<file path="src/rtl/counter_pkg.sv">
// Shared constants and helpers for the up/down counter family.
package counter_pkg;

   localparam logic DIR_UP    = 1'b1;
   localparam logic DIR_DOWN  = 1'b0;
   localparam logic MODE_WRAP = 1'b0;
   localparam logic MODE_SAT  = 1'b1;

   // Bits needed to hold values 0..n-1.
   function automatic int clog2(input int n);
      int r;
      r = 0;
      for (int v = n - 1; v > 0; v = v >> 1) r++;
      return r;
   endfunction

endpackage

</file>
<file path="src/rtl/prescaler_tick.sv">
// Counts enabled cycles 0..PRESCALE-1; tick marks the last cycle of each window.
module prescaler_tick
   import counter_pkg::*;
#(
   parameter int PRESCALE = 2
) (
   input  logic clock,
   input  logic clear,
   input  logic enable,
   input  logic restart,
   output logic tick
);

   localparam int CW = (clog2(PRESCALE) < 1) ? 1 : clog2(PRESCALE);
   localparam logic [CW-1:0] LAST = CW'(PRESCALE - 1);

   logic [CW-1:0] cnt;

   assign tick = (cnt == LAST);

   always_ff @(posedge clock or posedge clear) begin
      if (clear)        cnt <= '0;
      else if (restart) cnt <= '0;
      else if (enable)  cnt <= tick ? '0 : cnt + 1'b1;
   end

endmodule

</file>
<file path="src/rtl/updown_counter_n.sv">
// Parametrised up/down counter with programmable limit, load, wrap/saturate
// modes, optional prescaler, wrap pulse and sticky overflow.
module updown_counter_n
   import counter_pkg::*;
#(
   parameter int WIDTH    = 4,
   parameter int PRESCALE = 1
) (
   input  logic             clock,
   input  logic             clear,
   input  logic             enable,
   input  logic             up,
   input  logic             load,
   input  logic [WIDTH-1:0] load_value,
   input  logic [WIDTH-1:0] limit,
   input  logic             saturate,
   input  logic             clear_ovf,
   output logic [WIDTH-1:0] Q,
   output logic             tc,
   output logic             wrap,
   output logic             ovf
);

   logic             tick;
   logic             step;
   logic             hit;
   logic [WIDTH-1:0] q_nxt;

   generate
      if (PRESCALE > 1) begin : g_pre
         prescaler_tick #(.PRESCALE(PRESCALE)) u_pre (
            .clock   (clock),
            .clear   (clear),
            .enable  (enable),
            .restart (load),
            .tick    (tick)
         );
      end else begin : g_nopre
         assign tick = 1'b1;
      end
   endgenerate

   assign step = enable & tick;

   // The terminal condition for a step is exactly tc; Q above limit counts as terminal going up.
   assign tc  = (up == DIR_UP) ? (Q >= limit) : (Q == '0);
   assign hit = ~load & step & tc;

   always_comb begin
      q_nxt = Q;
      if (load)
         q_nxt = load_value;
      else if (step) begin
         if (!tc)
            q_nxt = (up == DIR_UP) ? Q + 1'b1 : Q - 1'b1;
         else if (up == DIR_UP)
            q_nxt = (saturate == MODE_SAT) ? limit : '0;
         else
            q_nxt = (saturate == MODE_WRAP) ? limit : '0;
      end
   end

   always_ff @(posedge clock or posedge clear) begin
      if (clear) begin
         Q    <= '0;
         wrap <= 1'b0;
         ovf  <= 1'b0;
      end else begin
         Q    <= q_nxt;
         wrap <= hit;
         ovf  <= hit | (ovf & ~clear_ovf);
      end
   end

endmodule

</file>
<file path="config.mk">
export PLATFORM = sky130hd
export DESIGN_NAME = updown_counter_n
export DESIGN_NICKNAME = d
export VERILOG_FILES = /design/src/rtl/counter_pkg.sv /design/src/rtl/prescaler_tick.sv /design/src/rtl/updown_counter_n.sv
export SDC_FILE = /design/constraint.sdc
export NUM_CORES = 1
export LEC_CHECK = 0
export BUFFER_PORTS_ARGS = -buffer_cell sky130_fd_sc_hd__buf_2
export CAP_MARGIN = 5
export CORE_AREA = 2 2 39 41
export CTS_CLUSTER_SIZE = 16
export DETAILED_ROUTE_END_ITERATION = 10
export DIE_AREA = 0 0 41 43
export GPL_ROUTABILITY_DRIVEN = 0
export PLACE_DENSITY = 0.69
export SLEW_MARGIN = 5
export SYNTH_ARGS = -nofsm -noshare
export SYNTH_HDL_FRONTEND = slang
export SYNTH_SLANG_ARGS = --single-unit
export TNS_END_PERCENT = 10
</file>
<file path="constraint.sdc">
create_clock -name clock -period 2.1 [get_ports clock]
set_input_delay 0.315 -clock clock [delete_from_list [all_inputs] [get_ports clock]]
set_output_delay 0.315 -clock clock [all_outputs]
set_load 0.01 [all_outputs]
</file>
Word level (Yosys, flattened, before mapping)
Cells that the tools add are included. Widths: inputs -> output; s select.

Flip-flop bits (word level): 6. Bits in latches: 0. Memory bits (writable): 0. ROM bits: 0. Bits of input ports: 15. Output and inout bits: 7. Memories: 0.

Add/subtract/negate cells: 2. Multiply operators: 0. Divide/modulo/power cells: 0. $lt $le $gt $ge: 1. Eq/ne operators: 0. Shifts and indexed selects: 0. Multiplexer cells: 8. Bitwise operators: 6. Reduce and logical (&&, ||, !) cells: 2.

Operators with widths (number): $mux 4 (7); $add 4x1->4 const B (1); $ge 4x4->1 (1); $logic_not 4->1 (1); $sub 4x1->4 const B (1); $and 1x1->1 (3); $not 1->1 (2); $reduce_bool 2->1 (1); $mux 1 (1); $or 1x1->1 (1).

Logic depth before layout (Yosys ltp)
Gate-level depths: netlist of run 1.

Word-level depth: 5. Mapped depth: 7. Mapped depth without buffers: 7.

Least setup slack after synthesis of run 1
Ideal clock, no wire load.

Path kind: register to register. Start point: reg Q[0]. End point: reg Q[2]. Library setup time: 0.074 ns. Arrival: 1.829 ns. Required time: 2.026 ns. Setup slack: 0.197 ns. Cell stages (with the launch flop): 8. Buffers on the path: 0. Period minus slack after synthesis: 1.903 ns. Cell sequence: dfrtp_1 inv_1 ha_1 nor3b_1 o21ai_0 o21ai_2 mux2_4 o21ai_2.

Cells in the longest elaborated chain, start to end: 5. Elaborated cells between the ends (all ways): 9.

RTL lines: start, declared (line updown_counter_n.sv:18) `output logic [WIDTH-1:0] Q,`; start signal, assigned (line updown_counter_n.sv:69) `Q <= q_nxt;`; $sub 4x1->4 (tied with other cells) (line updown_counter_n.sv:55) `q_nxt = (up == DIR_UP) ? Q + 1'b1 : Q - 1'b1;`; $mux 4 / $mux 1 (equally long branches) (line updown_counter_n.sv:55, updown_counter_n.sv:46); $mux 4 (*) (line updown_counter_n.sv:54) `if (!tc)`; $mux 4 (*) (line updown_counter_n.sv:53) `else if (step) begin`; $mux 4 (*) (line updown_counter_n.sv:51) `if (load)`.

Every way passes the cells marked *; elsewhere a longest branch is shown, timed or not. The select of a mux whose other input is x is not followed. A chain may end at the register's enable or synchronous reset.

Final worst setup path of run 1
Start point: reg Q[1]. End point: out tc.

Cells in the longest elaborated chain, start to end: 2. Elaborated cells between the ends (all ways): 3.

RTL lines: $ge 4x4->1 / $logic_not 4->1 (equally long branches) (line updown_counter_n.sv:46) `assign tc = (up == DIR_UP) ? (Q >= limit) : (Q == '0);`; $mux 1 (*) (line updown_counter_n.sv:46); end, declared (line updown_counter_n.sv:19) `output logic tc,`.

Every way passes the cells marked *; elsewhere a longest branch is shown, timed or not.

==> summary.txt, run 1 <==
Vias: 533
LEAKAGE: 0.393 nW
Clk Latency, worst-skew pair: 0.24 ns
Synth area leaders: dfrtp_1 27%, ha_1 14%, inv_1 5.5%
Fin Setup TNS: 0 ns
Met1 WL: 542 um
Number of synthesized flops with an enable pin: 0
Simple-gate portion of the synthesized area: 0.146
Slew HR: 0.702
Largest area contributor in the netlist: dfrtp_1
Multiplexer share of the synthesized area: 0.0639
CP delay by family, top: compound AO/OA/AOI/OAI gates
Element type at the critical path start: flip-flop
Tmin final: 1.98 ns
Worst-margin pin slew: 0.443 ns
Worst Setup End Kind: output port
Layout Nets: 114
Synth warnings: 0
Mapped Cells: 61
CP required: 1.78 ns
CP Class: flip-flop to output port
Top_reg_cell synth: dfrtp_1
Synth Area in Compound Gates: 0.217
Most common cell in the synthesized netlist: inv_1
Synthesized flop and latch total: 6
Top cells by count, synth: 8 x inv_1, 6 x dfrtp_1, 6 x ha_1, 6 x nand2_1
Yosys cell types: 25
Placed cell count: 100
Initial antenna violation count: 0
Vias per cell: 5.03
Area Growth Syn to Fin: 35.2%
CP max stage cell: dfrtp_2
RR Endpoint: Q[0]
Core area: 1380 um^2
Hold Crit Class: input port to flip-flop
R2R cell count: 7
Peak supply drop: 0.264 mV
Max Used Layer: met4
Hpwl dp: 1120 um
Worst Path Buf+Inv: 2
Hold Crit Start: clear_ovf
Worst-path maximum fanout: 3
Root Buffer: clkbuf_4
RR Startpoint: Q[2]
CTS Buf Count: 3
Fraction of layout cells with a size suffix above 1: 0.389
Number of I/O port buffers: 21
Syn Std Cell Area: 548 um^2
NetSw: 0.000167 W
CP cell instances: ha_1 -> o211ai_1 -> o21ai_0 -> o21ai_2 -> inv_1 -> buf_2
Vias in the first global route: 521
Max Clk Rate: 506 MHz
CTS Buffer Depth: 2
R2r setup slk: 0.20 ns
Final Instance Area: 741 um^2
Hold depth: 2
Site Rows: 14
Final Skew: 0.00190 ns
Number of routed nets with antenna violations: 0
DRC Markers: 0
Syn Nets: 83
PD cells: 642 nW/um^2
Routed WL: 1380 um
Grt ovf: 0
Diode count: 0
Final worst-path cycle share: 0.941
# IOs: 22
Chip Height: 43 um
Clock-pin slew on the worst setup and hold paths: 0.05 ns
Status: completed
Int Pwr: 0.000309 W
Initial DRC count: 2
Metal2 WL: 768 um
Sequential fraction of the synthesis area: 0.274
CP peak stage delay: 0.41 ns
Final cell count without fillers: 106
Final core occ: 0.535
Adder-cell share of the synthesized area: 0.174
Unrepaired setup endpoints after global routing: no
H-tree lvl count: 1
Xor and xnor fraction of the mapped netlist area: 0.0639
Arrival @ worst endpoint: 1.66 ns
Fin. max-slew vios: 0
Die area: 1760 um^2
CP startpoint: Q[1]
Clk pwr share: 0.228
Drt pass-1 iters: 2
Total track usage: 0.177
Die W: 41 um
Hold-critical path endpoint: ovf
First-pass GRT wire length: 2040 um
Initial Utilization: 0.396
Largest family of logic cells by synthesized area: compound AO/OA/AOI/OAI gates
Largest net degree at the start of global routing: 11
Switching fraction of total power: 0.351
Async set or reset register ratio after synthesis: 1.00
Sequential power share: 0.303
Avg WL per Cell: 13.0 um
Max Cap Viol: 0
Syn_area_per_cell: 8.98 um^2
Final setup fails: 0
Hold Vio Cnt, Final: 0
Yosys top cell area share: 0.274
Comb pwr share: 0.469
Met3 routed WL: 43 um
Clk sinks: 6
Dpl cell area: 692 um^2
CTS tree: yes
-- flip-flops by register name (all words and copies together) (netlist names) --
signal	cells
wrap	1
ovf	1
Q	4
-- cell families after synthesis --
group	after synthesis
AOI/OAI and AO/OA	17
xor gates and xnor gates	4
adders and majority gates	7
buffers and inverters	9
DFF	6
muxes	3
and+or+nand+nor	15
-- power groups by stage --
| stage | logic (W) | registers [W] | clock network, W |
|---|---|---|---|
| finish | 0.000223 | 0.000144 | 0.000108 |
| global route | 0.000249 | 0.000146 | 0.000118 |
| CTS | 0.000215 | 0.000149 | 0.000111 |
| detailed placement | 0.000208 | 0.000150 | 0 |
| global placement | 0.000203 | 0.000149 | 0 |
| floorplan | 0.000122 | 0.000159 | 0 |
-- layer usage --
layer | global-route usage | up-vias
met1 | 0.167 | 242
li1 | - | 274
met4 | 0.100 | 0
met5 | 0 | -
met3 | 0.0314 | 4
met2 | 0.322 | 13
-- metrics by stage --
stage | total power [W] | setup slack [ns] | hold WS, ns
2_1_floorplan | 0.000281 | 0.197 | 0.106
3_3_place_gp | 0.000352 | 0.265 | 0.235
3_5_place_dp | 0.000359 | 0.177 | 0.244
4_1_cts | 0.000475 | 0.0651 | 0.265
5_1_grt | 0.000513 | 0.0636 | 0.270
6_report | 0.000475 | 0.125 | 0.270
-- worst max-delay path by stage --
stage	endpoint	slack, ns	depth (start not counted)
final	tc	0.12	6
after global routing	Q[0]	0.06	7
after CTS	tc	0.07	6
after detailed placement	Q[1]	0.18	7
after global placement	Q[1]	0.27	7
after floorplan	Q[2]	0.20	7
-- worst reg2reg max path, delay by kind of cell, from the launching register on --
kind	cells	cell delay (ns)
fa+ha+maj	1	0.31
compound gates	4	0.74
buf+inv	2	0.30
flops	1	0.44
-- placed cells by master, fill, tap and decap left out, types with 2 or more instances in the layout --
master and instances:
buf_4 5, o21ai_0 4, a21oi_1 4, nand2_1 6
clkbuf_4 3, inv_1 8, dfrtp_1 5, buf_2 21
mux2i_1 2, o21ai_2 2, nor3b_1 4, ha_1 6
nor2_1 2, xnor2_1 3
-- what timing repair did --
action	CTS	global route
hold buffers	1	0
setup endpoints to repair	1	1
setup buffers	1	1
hold endpoints to repair	6	0
pin swaps	1	0
resized for setup	1	0
-- layout make-up --
type	count	area, um^2
fillers	139	643
multi-input cells	46	364
repair buffers	27	153
flip-flops and latches	6	151
inverters	8	30.0
clock buffers	3	22.5
well taps	16	20.0
Power figures use the tool's default switching activity.
==> inputs of run 2 (changes only) <==
--- a/config.mk
+++ b/config.mk
@@ -13,6 +13,7 @@
 export DIE_AREA = 0 0 41 43
 export GPL_ROUTABILITY_DRIVEN = 0
 export PLACE_DENSITY = 0.69
+export SETUP_SLACK_MARGIN = 0.2
 export SLEW_MARGIN = 5
 export SYNTH_ARGS = -nofsm -noshare
 export SYNTH_HDL_FRONTEND = slang
==> constraint.sdc (replaced) <==
create_clock -name clock -period 2.1 [get_ports clock]
set_input_delay 0.315 -clock clock [delete_from_list [all_inputs] [get_ports clock]]
set_output_delay 0.315 -clock clock [all_outputs]
set_load 0.005 [all_outputs]
==> run 2 against run 1 <==
Net effect: flip-flop and latch count unchanged; worst hold slack lost 0.0028 ns; clock skew barely moved; largest power group unchanged.
==> summary.txt, run 2 (synthesis gave the netlist of run 1 again) <==
NetSw: 0.000161 W (was 0.000167 W)
Initial DRC count: 5 (was 2)
Grt ovf: 0 (unchanged)
Worst-path maximum fanout: 2 (was 3)
Site Rows: 14 (unchanged)
Element type at the critical path start: flip-flop (unchanged)
Largest registers: Q x4, ovf x1, wrap x1 (unchanged)
First-pass GRT wire length: 2110 um (was 2040 um)
Reg with most FFs: Q (unchanged)
Worst-margin pin slew: 0.437 ns (was 0.443 ns)
Core area: 1380 um^2 (unchanged)
R2R cell count: 8 (was 7)
Final setup fails: 0 (unchanged)
Routed WL: 1400 um (was 1380 um)
Clock-pin slew on the worst setup and hold paths: 0.05 ns (about the same)
Initial antenna violation count: 0 (unchanged)
Final worst-path cycle share: 0.890 (was 0.941)
Commonest non-fill, non-tap cells in the layout: 21 x buf_2, 8 x inv_1, 6 x nand2_1, 6 x ha_1 (unchanged)
Clk sinks: 6 (unchanged)
Worst Path Buf+Inv: 2 (unchanged)
Total track usage: 0.182 (was 0.177)
CTS Buf Count: 3 (unchanged)
Hold Crit Class: input port to flip-flop (unchanged)
Clk Latency, worst-skew pair: 0.24 ns (about the same)
PD cells: 632 nW/um^2 (was 642 nW/um^2)
Vias: 541 (was 533)
Die W: 41 um (unchanged)
CP Class: flip-flop to output port (unchanged)
Sequential power share: 0.304 (was 0.303)
Number of routed nets with antenna violations: 0 (unchanged)
Root Buffer: clkbuf_4 (unchanged)
Die area: 1760 um^2 (unchanged)
Clk pwr share: 0.229 (was 0.228)
CTS tree: yes (unchanged)
Vias in the first global route: 545 (was 521)
CTS Buffer Depth: 2 (unchanged)
Layout Nets: 114 (unchanged)
CP delay by family, top: compound AO/OA/AOI/OAI gates (unchanged)
Final Skew: 0.00151 ns (was 0.00190 ns)
Largest register FFs: 4 (unchanged)
Tmin final: 1.87 ns (was 1.98 ns)
Hpwl dp: 1120 um (unchanged)
H-tree lvl count: 1 (unchanged)
Vias per cell: 5.10 (was 5.03)
CP Depth: 6 (unchanged)
Hold depth: 2 (unchanged)
CP required: 1.78 ns (about the same)
DRC Markers: 0 (unchanged)
Largest net degree at the start of global routing: 11 (unchanged)
Hold Vio Cnt, Final: 0 (unchanged)
Int Pwr: 0.000310 W (was 0.000309 W)
CP peak stage delay: 0.40 ns (was 0.41 ns)
Fin Setup TNS: 0 ns (unchanged)
Initial Utilization: 0.396 (unchanged)
Worst Setup End Kind: output port (unchanged)
Diode count: 0 (unchanged)
Slew HR: 0.707 (was 0.702)
Peak supply drop: 0.263 mV (was 0.264 mV)
Drt pass-1 iters: 4 (was 2)
Max Cap Viol: 0 (unchanged)
Status: completed (unchanged)
# IOs: 22 (unchanged)
CP max stage cell: dfrtp_2 (unchanged)
Switching fraction of total power: 0.342 (was 0.351)
Arrival @ worst endpoint: 1.55 ns (was 1.66 ns)
Area Growth Syn to Fin: 36.1% (was 35.2%)
Hold Worst Slack: 0.268 ns (was 0.270 ns)
Chip Height: 43 um (unchanged)
Comb pwr share: 0.467 (was 0.469)
Fraction of layout cells with a size suffix above 1: 0.400 (was 0.389)
Fin. max-slew vios: 0 (unchanged)
Unrepaired setup endpoints after global routing: yes (was no)
Number of I/O port buffers: 21 (unchanged)
Max Clk Rate: 535 MHz (was 506 MHz)
Avg WL per Cell: 13.2 um (was 13.0 um)
CP cell instances: ha_1 -> o211ai_1 -> o21ai_1 -> o21ai_2 -> inv_1 -> buf_2 (was ha_1 -> o211ai_1 -> o21ai_0 -> o21ai_2 -> inv_1 -> buf_2)
Commonest non-fill, non-tap cell in the layout: buf_2 (unchanged)
LEAKAGE: 0.396 nW (was 0.393 nW)
## run 2: power by group through the flow
stage	registers (W)	clock network [W]	logic, W
after floorplan	0.000153	0	0.000120
after global placement	0.000149	0	0.000195
after detailed placement	0.000150	0	0.000201
after CTS	0.000144	0.000111	0.000221
after global routing	0.000145	0.000118	0.000247
final	0.000143	0.000108	0.000220
## run 2: per-stage QoR
step	power (W)	utilization	cells	instance area, um^2	setup slack [ns]
after floorplan	0.000274	-	61	548	0.234
after global placement	0.000344	0.500	100	692	0.265
after detailed placement	0.000351	0.500	100	692	0.177
after CTS	0.000475	0.539	106	746	0.204
after global routing	0.000510	0.539	106	746	0.161
final	0.000471	0.539	106	746	0.231
## run 2: cell type report
cell class,count,area (um^2)
clock buffer,3,22.5
timing repair buffer,27,153
tap,16,20.0
sequential,6,151
inverter,8,30.0
fill,139,638
multi-input combinational,46,369
## run 2: worst reg2reg max path, cell delays in order, from the launching register on
cell,delay [ns]
dfrtp_1,0.44
ha_1,0.31
o211ai_1,0.09
o21ai_1,0.19
o21ai_2,0.08
buf_4,0.15
buf_4,0.15
mux2i_1,0.12
o21a_1,0.18
## run 2: per-layer routing
layer,wire length (um),GRT usage,share of wire,vias up
met5,0,0,0,-
met4,23,0.100,0.016,0
met3,47,0.0314,0.034,4
met2,774,0.334,0.55,13
met1,552,0.170,0.39,249
li1,-,-,-,275
## run 2: what timing repair did
item | CTS | global route
gates resized for setup | 3 | 1
pin swaps | 2 | 2
endpoints found under the hold margin | 6 | 0
hold buffers | 1 | 0
setup endpoints to repair | 3 | 3
buffers inserted | 2 | 0
## run 2: path summary, 6_finish.rpt
check                      slack, ns      start    to
max                             0.23       Q[1]    tc
min                             0.27  clear_ovf   ovf
max reg2reg                     0.29       Q[2]  Q[3]
min reg2reg                     0.57        ovf   ovf
max in group asynchronous       1.34      clear  Q[1]
min in group asynchronous       0.54      clear  Q[0]
